==> config.mk <==
export PLATFORM = sky130hd
export DESIGN_NAME = alu_exec_unit
export DESIGN_NICKNAME = d
export VERILOG_FILES = /design/src/rtl/alu_exec_unit_pkg.sv /design/src/rtl/alu_exec_unit_ctrl_decode.sv /design/src/rtl/alu_exec_unit.sv
export SDC_FILE = /design/constraint.sdc
export NUM_CORES = 1
export LEC_CHECK = 0
export CAP_MARGIN = 10
export CELL_PAD_IN_SITES_DETAIL_PLACEMENT = 0
export CELL_PAD_IN_SITES_GLOBAL_PLACEMENT = 1
export CORE_MARGIN = 2
export CORE_UTILIZATION = 53
export CTS_CLUSTER_SIZE = 30
export DETAILED_ROUTE_END_ITERATION = 10
export DONT_BUFFER_PORTS = 1
export GPL_TIMING_DRIVEN = 1
export PLACE_DENSITY = 0.9
export SKIP_CTS_REPAIR_TIMING = 1
export SYNTH_ARGS = -nofsm -noshare
export SYNTH_HDL_FRONTEND = slang
export SYNTH_HIERARCHICAL = 1
export SYNTH_SLANG_ARGS = --single-unit
==> constraint.sdc <==
create_clock -name clk -period 5.85 [get_ports clk]
set_input_delay 1.17 -clock clk [delete_from_list [all_inputs] [get_ports clk]]
set_output_delay 1.17 -clock clk [all_outputs]
set_load 0.05 [all_outputs]
==> src/rtl/alu_exec_unit_pkg.sv <==
// Shared control codes, opcode/flag encodings and FSM state type for the ALU execute stage.
package alu_exec_unit_pkg;

    localparam logic [3:0] ALU_ADD = 4'd1;
    localparam logic [3:0] ALU_SUB = 4'd2;
    localparam logic [3:0] ALU_AND = 4'd3;
    localparam logic [3:0] ALU_OR  = 4'd4;
    localparam logic [3:0] ALU_XOR = 4'd5;
    localparam logic [3:0] ALU_NOT = 4'd6;
    localparam logic [3:0] ALU_SLL = 4'd7;
    localparam logic [3:0] ALU_SRL = 4'd8;
    localparam logic [3:0] ALU_SRA = 4'd9;
    localparam logic [3:0] ALU_MUL = 4'd10;

    localparam logic [3:0] ALUOP_ARITH = 4'd8;
    localparam logic [3:0] ALUOP_SHIFT = 4'd9;
    localparam logic [3:0] ALUOP_MUL   = 4'd10;

    localparam logic [1:0] FLAG_ADD = 2'b01;
    localparam logic [1:0] FLAG_SUB = 2'b11;
    localparam logic [1:0] FLAG_SLL = 2'b00;
    localparam logic [1:0] FLAG_SRL = 2'b10;
    localparam logic [1:0] FLAG_SRA = 2'b11;

    typedef enum logic [0:0] {
        ST_IDLE = 1'b0,
        ST_MUL  = 1'b1
    } state_e;

    // Signed overflow of a two's-complement add, given the operand and result sign bits.
    function automatic logic add_ovf(input logic sign_a, input logic sign_b, input logic sign_r);
        return (sign_a == sign_b) && (sign_r != sign_a);
    endfunction

endpackage

==> src/rtl/alu_exec_unit_ctrl_decode.sv <==
// Combinational ALU-control decode: 4-bit opcode plus 2-bit function flag to 4-bit control code.
module alu_ctrl_decode (
    input  logic [3:0] alu_op,
    input  logic [1:0] flag,
    output logic [3:0] ctrl
);
    import alu_exec_unit_pkg::*;

    // Opcode/flag to control code; anything unrecognised falls back to OR.
    always_comb begin
        ctrl = ALU_OR;
        case (alu_op)
            4'd1, 4'd2, 4'd3, 4'd4, 4'd5, 4'd6, 4'd7: ctrl = {1'b0, alu_op[2:0]};
            ALUOP_ARITH: begin
                case (flag)
                    FLAG_ADD: ctrl = ALU_ADD;
                    FLAG_SUB: ctrl = ALU_SUB;
                    default:  ctrl = ALU_OR;
                endcase
            end
            ALUOP_SHIFT: begin
                case (flag)
                    FLAG_SLL: ctrl = ALU_SLL;
                    FLAG_SRL: ctrl = ALU_SRL;
                    FLAG_SRA: ctrl = ALU_SRA;
                    default:  ctrl = ALU_OR;
                endcase
            end
            ALUOP_MUL: ctrl = ALU_MUL;
            default:   ctrl = ALU_OR;
        endcase
    end

endmodule

==> src/rtl/alu_exec_unit.sv <==
// Handshaked ALU execute stage: one-cycle single ops, iterative multiply retiring MUL_STEP bits per cycle.
module alu_exec_unit #(
    parameter int WIDTH    = 16,
    parameter int MUL_STEP = 1
) (
    input  logic             clk,
    input  logic             rst,
    input  logic             flush,
    input  logic             in_valid,
    output logic             in_ready,
    input  logic [3:0]       alu_op,
    input  logic [1:0]       flag,
    input  logic [WIDTH-1:0] op_a,
    input  logic [WIDTH-1:0] op_b,
    output logic             out_valid,
    input  logic             out_ready,
    output logic [WIDTH-1:0] out_result,
    output logic [3:0]       out_ctrl,
    output logic             out_zero,
    output logic             out_carry,
    output logic             out_ovf
);
    import alu_exec_unit_pkg::*;

    localparam int SHW   = $clog2(WIDTH);
    localparam int CNT_W = $clog2(WIDTH / MUL_STEP + 1);
    localparam logic [CNT_W-1:0] MUL_CYCLES = CNT_W'(WIDTH / MUL_STEP);

    state_e             state_r, state_nxt_s;
    logic [CNT_W-1:0]   cnt_r;
    logic [2*WIDTH-1:0] acc_r, mcand_r, acc_nxt_s;
    logic [WIDTH-1:0]   mplier_r;
    logic [3:0]         ctrl_s;
    logic               accept_s, mul_accept_s, mul_done_s, load_s;
    logic [WIDTH-1:0]   addend_s, alu_res_s, load_res_s;
    logic [WIDTH:0]     sum_s;
    logic [SHW-1:0]     shamt_s;
    logic               alu_carry_s, alu_ovf_s, load_ovf_s;
    logic [3:0]         load_ctrl_s;

    alu_ctrl_decode u_decode (
        .alu_op (alu_op),
        .flag   (flag),
        .ctrl   (ctrl_s)
    );

    // Single-cycle datapath; SUB reuses the adder as a + ~b + 1.
    always_comb begin
        shamt_s     = op_b[SHW-1:0];
        addend_s    = (ctrl_s == ALU_SUB) ? ~op_b : op_b;
        sum_s       = {1'b0, op_a} + {1'b0, addend_s} + {{WIDTH{1'b0}}, (ctrl_s == ALU_SUB)};
        alu_res_s   = '0;
        alu_carry_s = 1'b0;
        alu_ovf_s   = 1'b0;
        case (ctrl_s)
            ALU_ADD, ALU_SUB: begin
                alu_res_s   = sum_s[WIDTH-1:0];
                alu_carry_s = sum_s[WIDTH];
                alu_ovf_s   = add_ovf(op_a[WIDTH-1], addend_s[WIDTH-1], sum_s[WIDTH-1]);
            end
            ALU_AND: alu_res_s = op_a & op_b;
            ALU_XOR: alu_res_s = op_a ^ op_b;
            ALU_NOT: alu_res_s = ~op_a;
            ALU_SLL: alu_res_s = op_a << shamt_s;
            ALU_SRL: alu_res_s = op_a >> shamt_s;
            ALU_SRA: alu_res_s = WIDTH'($signed(op_a) >>> shamt_s);
            default: alu_res_s = op_a | op_b;
        endcase
    end

    // One multiply iteration: add the MUL_STEP partial products selected by the low multiplier bits.
    always_comb begin
        acc_nxt_s = acc_r;
        for (int i = 0; i < MUL_STEP; i++) begin
            if (mplier_r[i]) begin
                acc_nxt_s = acc_nxt_s + (mcand_r << i);
            end else begin
                acc_nxt_s = acc_nxt_s;
            end
        end
    end

    assign accept_s     = (state_r == ST_IDLE) && in_valid && in_ready;
    assign mul_accept_s = accept_s && (ctrl_s == ALU_MUL);
    assign mul_done_s   = (state_r == ST_MUL) && (cnt_r == CNT_W'(1)) && !flush;
    assign load_s       = (accept_s && !mul_accept_s) || mul_done_s;

    // Output-register load mux: multiply completion takes the accumulator, otherwise the ALU result.
    always_comb begin
        if (mul_done_s) begin
            load_res_s  = acc_nxt_s[WIDTH-1:0];
            load_ctrl_s = ALU_MUL;
            load_ovf_s  = |acc_nxt_s[2*WIDTH-1:WIDTH];
        end else begin
            load_res_s  = alu_res_s;
            load_ctrl_s = ctrl_s;
            load_ovf_s  = alu_ovf_s;
        end
    end

    // FSM state register.
    always_ff @(posedge clk or posedge rst) begin
        if (rst) state_r <= ST_IDLE;
        else     state_r <= state_nxt_s;
    end

    // FSM next state; flush always returns to IDLE.
    always_comb begin
        state_nxt_s = state_r;
        case (state_r)
            ST_IDLE: begin
                if (mul_accept_s) state_nxt_s = ST_MUL;
                else              state_nxt_s = ST_IDLE;
            end
            ST_MUL: begin
                if (flush || (cnt_r == CNT_W'(1))) state_nxt_s = ST_IDLE;
                else                               state_nxt_s = ST_MUL;
            end
            default: state_nxt_s = ST_IDLE;
        endcase
    end

    // FSM outputs: accept only in IDLE with a free (or draining) output slot and no flush.
    always_comb begin
        if ((state_r == ST_IDLE) && (!out_valid || out_ready) && !flush) in_ready = 1'b1;
        else                                                             in_ready = 1'b0;
    end

    // Iterative multiplier operands, accumulator and remaining-step counter.
    always_ff @(posedge clk or posedge rst) begin
        if (rst) begin
            cnt_r    <= '0;
            acc_r    <= '0;
            mcand_r  <= '0;
            mplier_r <= '0;
        end else if (flush) begin
            cnt_r <= '0;
        end else if (mul_accept_s) begin
            cnt_r    <= MUL_CYCLES;
            acc_r    <= '0;
            mcand_r  <= {{WIDTH{1'b0}}, op_a};
            mplier_r <= op_b;
        end else if (state_r == ST_MUL) begin
            cnt_r    <= cnt_r - CNT_W'(1);
            acc_r    <= acc_nxt_s;
            mcand_r  <= mcand_r << MUL_STEP;
            mplier_r <= mplier_r >> MUL_STEP;
        end
    end

    // Output register: held under backpressure, dropped on consume or flush.
    always_ff @(posedge clk or posedge rst) begin
        if (rst) begin
            out_valid  <= 1'b0;
            out_result <= '0;
            out_ctrl   <= 4'd0;
            out_zero   <= 1'b0;
            out_carry  <= 1'b0;
            out_ovf    <= 1'b0;
        end else if (flush) begin
            out_valid <= 1'b0;
        end else if (load_s) begin
            out_valid  <= 1'b1;
            out_result <= load_res_s;
            out_ctrl   <= load_ctrl_s;
            out_zero   <= (load_res_s == '0);
            out_carry  <= mul_done_s ? 1'b0 : alu_carry_s;
            out_ovf    <= load_ovf_s;
        end else if (out_ready) begin
            out_valid <= 1'b0;
        end
    end

endmodule
[Yosys cells after proc, flatten, opt, wreduce, memory -nomap -nowiden]
Index checks and enable logic that the tools add are counted.
Storage, ports and cells
  input bits: 43
  bits in registers: 110
  output and inout bits: 25
Operators by class
  shift operators: 3
  multiplexer cells: 28
  add/sub/neg operators: 4
  bitwise logic cells: 7
  eq/ne operators: 25
  reduce and logical (&&, ||, !) cells: 25
Operators by type and width (number)
  2-to-1 mux 32 bit: 5
  case mux 16 bit (7 select lines): 1
  2-to-1 mux 16 bit: 4
  adder 32 bit: 1
  NOT 16 bit: 2
  == test 4 x 3 -> 1 bit, second input constant: 7
  == test 4 bit, second input constant: 6
  adder 16 x 16 -> 17 bit: 1
  adder 17 x 1 -> 17 bit: 1
  bitwise AND 16 bit: 1
  == test 4 x 2 -> 1 bit, second input constant: 4
  logical NOT 16 bit: 1
  OR 16 bit: 1
  case mux 4 bit (4 select lines): 1
  OR reduction 16 bit: 1
  << shifter 16 x 4 -> 16 bit: 1
  right shift 16 x 4 -> 16 bit: 1
  >>> shifter 16 x 4 -> 16 bit: 1
  XOR 16 bit: 1
  2-to-1 mux 5 bit: 3
  case mux 4 bit (3 select lines): 1
  2-to-1 mux 1 bit: 10
  logical AND 1 bit: 9
  == test 4 x 1 -> 1 bit, second input constant: 2
  18 further kinds: 26

[Depth between registers and ports, before layout]
  depth in word-level cells: 12
  mapped depth: 21
  gate-level depth less buffers: 19

[Hierarchy]
Netlist, hierarchy kept.
Modules (own cells, without submodules)
  alu_exec_unit: cells each 1340, instances 1, area each 10601.4 sq um
  alu_ctrl_decode: cells each 25, instances 1, area each 175.2 sq um

[Least setup slack after synthesis]
OpenSTA, ideal clock, no wires.
  path type: input to register
  start: input flag[0]
  end: register out_result[15]
  setup slack: 0.554 ns
  arrival: 5.229 ns
  buffers on the path: 2
  cell stages on the path: 19
  library setup time: 0.067 ns
  cell sequence: inv_1 ha_1 o311ai_0 o311ai_1 nor4b_1 buf_2 buf_1 xnor2_1 ha_1 and3b_2 a221oi_1 a31o_2 a211oi_1 o221ai_1 xnor2_1 nand2_1 and3_1 a31oi_1 mux2_2
On the way
  word-level cells in the longest chain between the ends: 9
Ends and longest elaborated chain
  start, declared: line alu_exec_unit.sv:12  | input logic [1:0] flag,
  == test 2 bit (tied with other cells): line alu_exec_unit_ctrl_decode.sv:15, alu_exec_unit_ctrl_decode.sv:22
  case mux 4 bit (3 select lines) or case mux 3 bit (2 select lines) (tied branches): line alu_exec_unit_ctrl_decode.sv:22, alu_exec_unit_ctrl_decode.sv:15
  case mux 4 bit (4 select lines) (*): line alu_exec_unit_ctrl_decode.sv:12  | case (alu_op)
  net ctrl_s[2]: line alu_exec_unit.sv:33  | logic [3:0] ctrl_s;
  == test 4 x 2 -> 1 bit or == test 4 bit (tied branches)
  2-to-1 mux 16 bit or logical AND 1 bit (tied branches): line alu_exec_unit.sv:50, alu_exec_unit.sv:84
  adder 16 x 16 -> 17 bit or logical NOT 1 bit (tied branches): line alu_exec_unit.sv:51, alu_exec_unit.sv:86
  adder 17 x 1 -> 17 bit or logical AND 1 bit (tied branches): line alu_exec_unit.sv:51, alu_exec_unit.sv:86
  case mux 16 bit (7 select lines) or logical OR 1 bit (tied branches): line alu_exec_unit.sv:55, alu_exec_unit.sv:86
  2-to-1 mux 16 bit or AND reduction 2 bit (tied branches)
  end signal, assigned: line alu_exec_unit.sv:164  | out_result <= load_res_s;
  end, declared: line alu_exec_unit.sv:17  | output logic [WIDTH-1:0] out_result,
Mark *: on every way through the listed nets, which the timed path passes. The rest lies on a longest branch.
A chain may end at the register's enable or synchronous reset.

[Worst setup path in the final report]
Same ends and word-level chain as after synthesis.

==> out/qor.yml <==
wire_per_inst_um: 22.6
multi_input_area_um2: 7460
cts_buffers: 9
ir_drop_mv: 0.166
route.antenna.remaining_nets: 0
met1Wirelength_um: 14800
drive_gt1_share_pct: 7.57
die_x_um: 147
post-place-ws_ns: 0.205
startpoint_type: "input pin"
vias_per_cell: 6.52
synth_ff_type: "dfrtp_1"
grt_max_degree: 76
relSlewSlack_pct: 39.3
synth-async-reset-ratio_pct: 100
fmax_mhz: 186
fin_crit_ns: 5.38
crit_buf_inv: 2
insertion_delay_ns: 0.36
dpl.hpwl_um: 26000
cts_tree: "built"
htreeDepth: 3
die_y_um: 147
core_um2: 20100
cts.path.max_buffers: 2
cp.required_ns: 6.15
cts_sinks: 110
timing.hold.ws_ns: 0.509
area_delta_synth_final_pct: 4.23
critical_path.top_delay_family: "compound AO/OA/AOI/OAI gates"
cp.arrival_ns: 5.68
synth_cells: 1365
outcome: "finished clean"
timing.final.crit_share_pct: 92.0
max_stage_delay_ns: 0.59
layout_commonest_cell: "nand2_1"
synth_area_per_cell_um2: 7.89
dieArea_um2: 21500
worst_pin_slew_ns: 0.909
syn_area_um2: 10800
antenna_found_initial: 0
cp_cell_sequence: "inv_1 > ha_1 > o311ai_0 > o311ai_4 > nor4b_2 > buf_4 > xnor2_1 > ha_1 > and3b_2 > a221oi_1 > a31o_2 > a211oi_1 > o221ai_1 > xnor2_1 > nand2_1 > and3_1 > a31oi_1 > mux2_2"
antenna_cells: 0
filler_cell_count: 1878
end_kind: "flop"
finalNetCount: 1436
start_util_pct: 53.6
fin_tns_setup_ns: 0
hold_class: "flop to flop"
p_leak_nw: 4.82
numPortBuffers: 0
setup-violations-final: 0
finalHoldViolations: 0
root_buffer: "clkbuf_16"
r2r_slack_ns: 1.62
grt_pass1_wl_um: 56400
layout_setup_ws_ns: 0.467
ys_ff_latch: 110
drc_errors: 0
synth_edf_count: 0
crit_slowest_cell: "o311ai_0"
crit_type: "input pin to flop"
first_pass_iters: 5
synth_fp_nets: 1499
grt_setup_unrepaired: "false"
ff_latch_area_um2: 2750
clock_skew_ns: 0.0129
yosysUniqueCellTypes: 83
yosysSeqAreaShare_pct: 25.5
wirelength_um: 35600
track_usage_pct: 33.4
crit_path_max_fanout: 16
maxUsedRoutingLayer: "met4"
drtIter0Drc: 984
clk_pin_slew_worst_paths_ns: 0.08
p_per_area_nw_per_um2: 193
pin_count: 68
route.met3.wl_um: 2310
grt_overflow_total: 0
drv_cap: 0
ys_warn_count: 6
grt_pass1_vias: 9951
final_cell_mix: "nand2_1 (212), dfrtp_1 (109), o21ai_0 (105)"
num_rows: 52
place_congestion: 1.00
utilization_pct: 55.9
via_count: 10300
final_max_slew_viol_count: 0
wl_met2_um: 16800
[worst min-delay path, cell delays in order, from the launching register on]
cell and delay, ns:
dfrtp_1 0.35, nand3_1 0.06, o21ai_0 0.07
[Yosys cell counts, types with 17 or more instances]
| master | number | share of area, % |
|---|---|---|
| xnor2_1 | 34 | 2.8 |
| a31oi_1 | 52 | 3.0 |
| nor2_1 | 100 | 3.5 |
| nand2_1 | 212 | 7.4 |
| o21ai_0 | 106 | 4.9 |
| a21oi_1 | 82 | 3.8 |
| nand3_1 | 56 | 2.6 |
| o211ai_1 | 17 | 1.2 |
| dfrtp_1 | 110 | 26 |
| ha_1 | 89 | 10 |
| mux2i_1 | 25 | 2.3 |
| nor3_1 | 30 | 1.4 |
| clkbuf_1 | 76 | 2.6 |
| inv_1 | 55 | 1.9 |
| mux4_2 | 18 | 3.8 |
[power by group]
part           internal [mW]  switching [mW]
sequential             0.810           0.160
clock                  0.313           0.317
combinational          0.234           0.330
[final cells by class]
cell class	count	share of cell area, %
inverter	57	1.93
clock buffer	10	2.13
tap	270	3.01
multi-input combinational	1102	66.4
sequential	110	24.5
clock inverter	6	0.546
timing repair buffer	22	1.47
[stage by stage]
stage | instance area, um2 | std cells | power, mW
global route | 11200 | 1577 | 2.26
global placement | 10900 | 1561 | 1.54
CTS | 11200 | 1577 | 2.17
finish | 11200 | 1577 | 2.16
floorplan | 10800 | 1365 | 1.41
detailed placement | 10900 | 1561 | 1.54
[logic make-up (layout without fill, tap and decap cells)]
family	after synthesis	after routing	synth area share [%]
xor gates and xnor gates	49	49	3.98
adders and majority gates	91	91	10.7
and+or+nand+nor	500	500	21.4
AOI/OAI and AO/OA	402	402	24.3
muxes	60	60	8.28
buffers and inverters	153	95	5.78
DFF	110	110	25.5
[sequential cells by signal, summed over array words and instances, names as in the netlist]
| register | count |
|---|---|
| mplier_r | 16 |
| out_ctrl | 4 |
| out_valid | 1 |
| acc_r | 32 |
| out_result | 16 |
| out_zero | 1 |
| cnt_r | 5 |
| state_r | 1 |
| mcand_r | 32 |
| out_ovf | 1 |
| out_carry | 1 |
[path summary, 6_finish.rpt]
check	cells past startpoint	startpoint	end
min	2	mplier_r[15]$_DFFE_PP0P_	mplier_r[15]$_DFFE_PP0P_
min reg2reg	2	mplier_r[15]$_DFFE_PP0P_	mplier_r[15]$_DFFE_PP0P_
max in group asynchronous	2	rst	mcand_r[14]$_DFFE_PP0P_
max reg2reg	11	acc_r[14]$_DFFE_PP0P_	out_ovf$_DFFE_PP0P_
max	18	flag[0]	out_result[15]$_DFFE_PP0P_
min in group asynchronous	1	rst	acc_r[1]$_DFFE_PP0P_
[layer usage]
layer  GRT usage [%]  vias to the layer above
li1                -                     4857
met1            43.2                     4921
met2            55.0                      419
met3            5.41                       90
met4            15.1                        0
met5               0                        -
(Power assumes the default switching activity.)
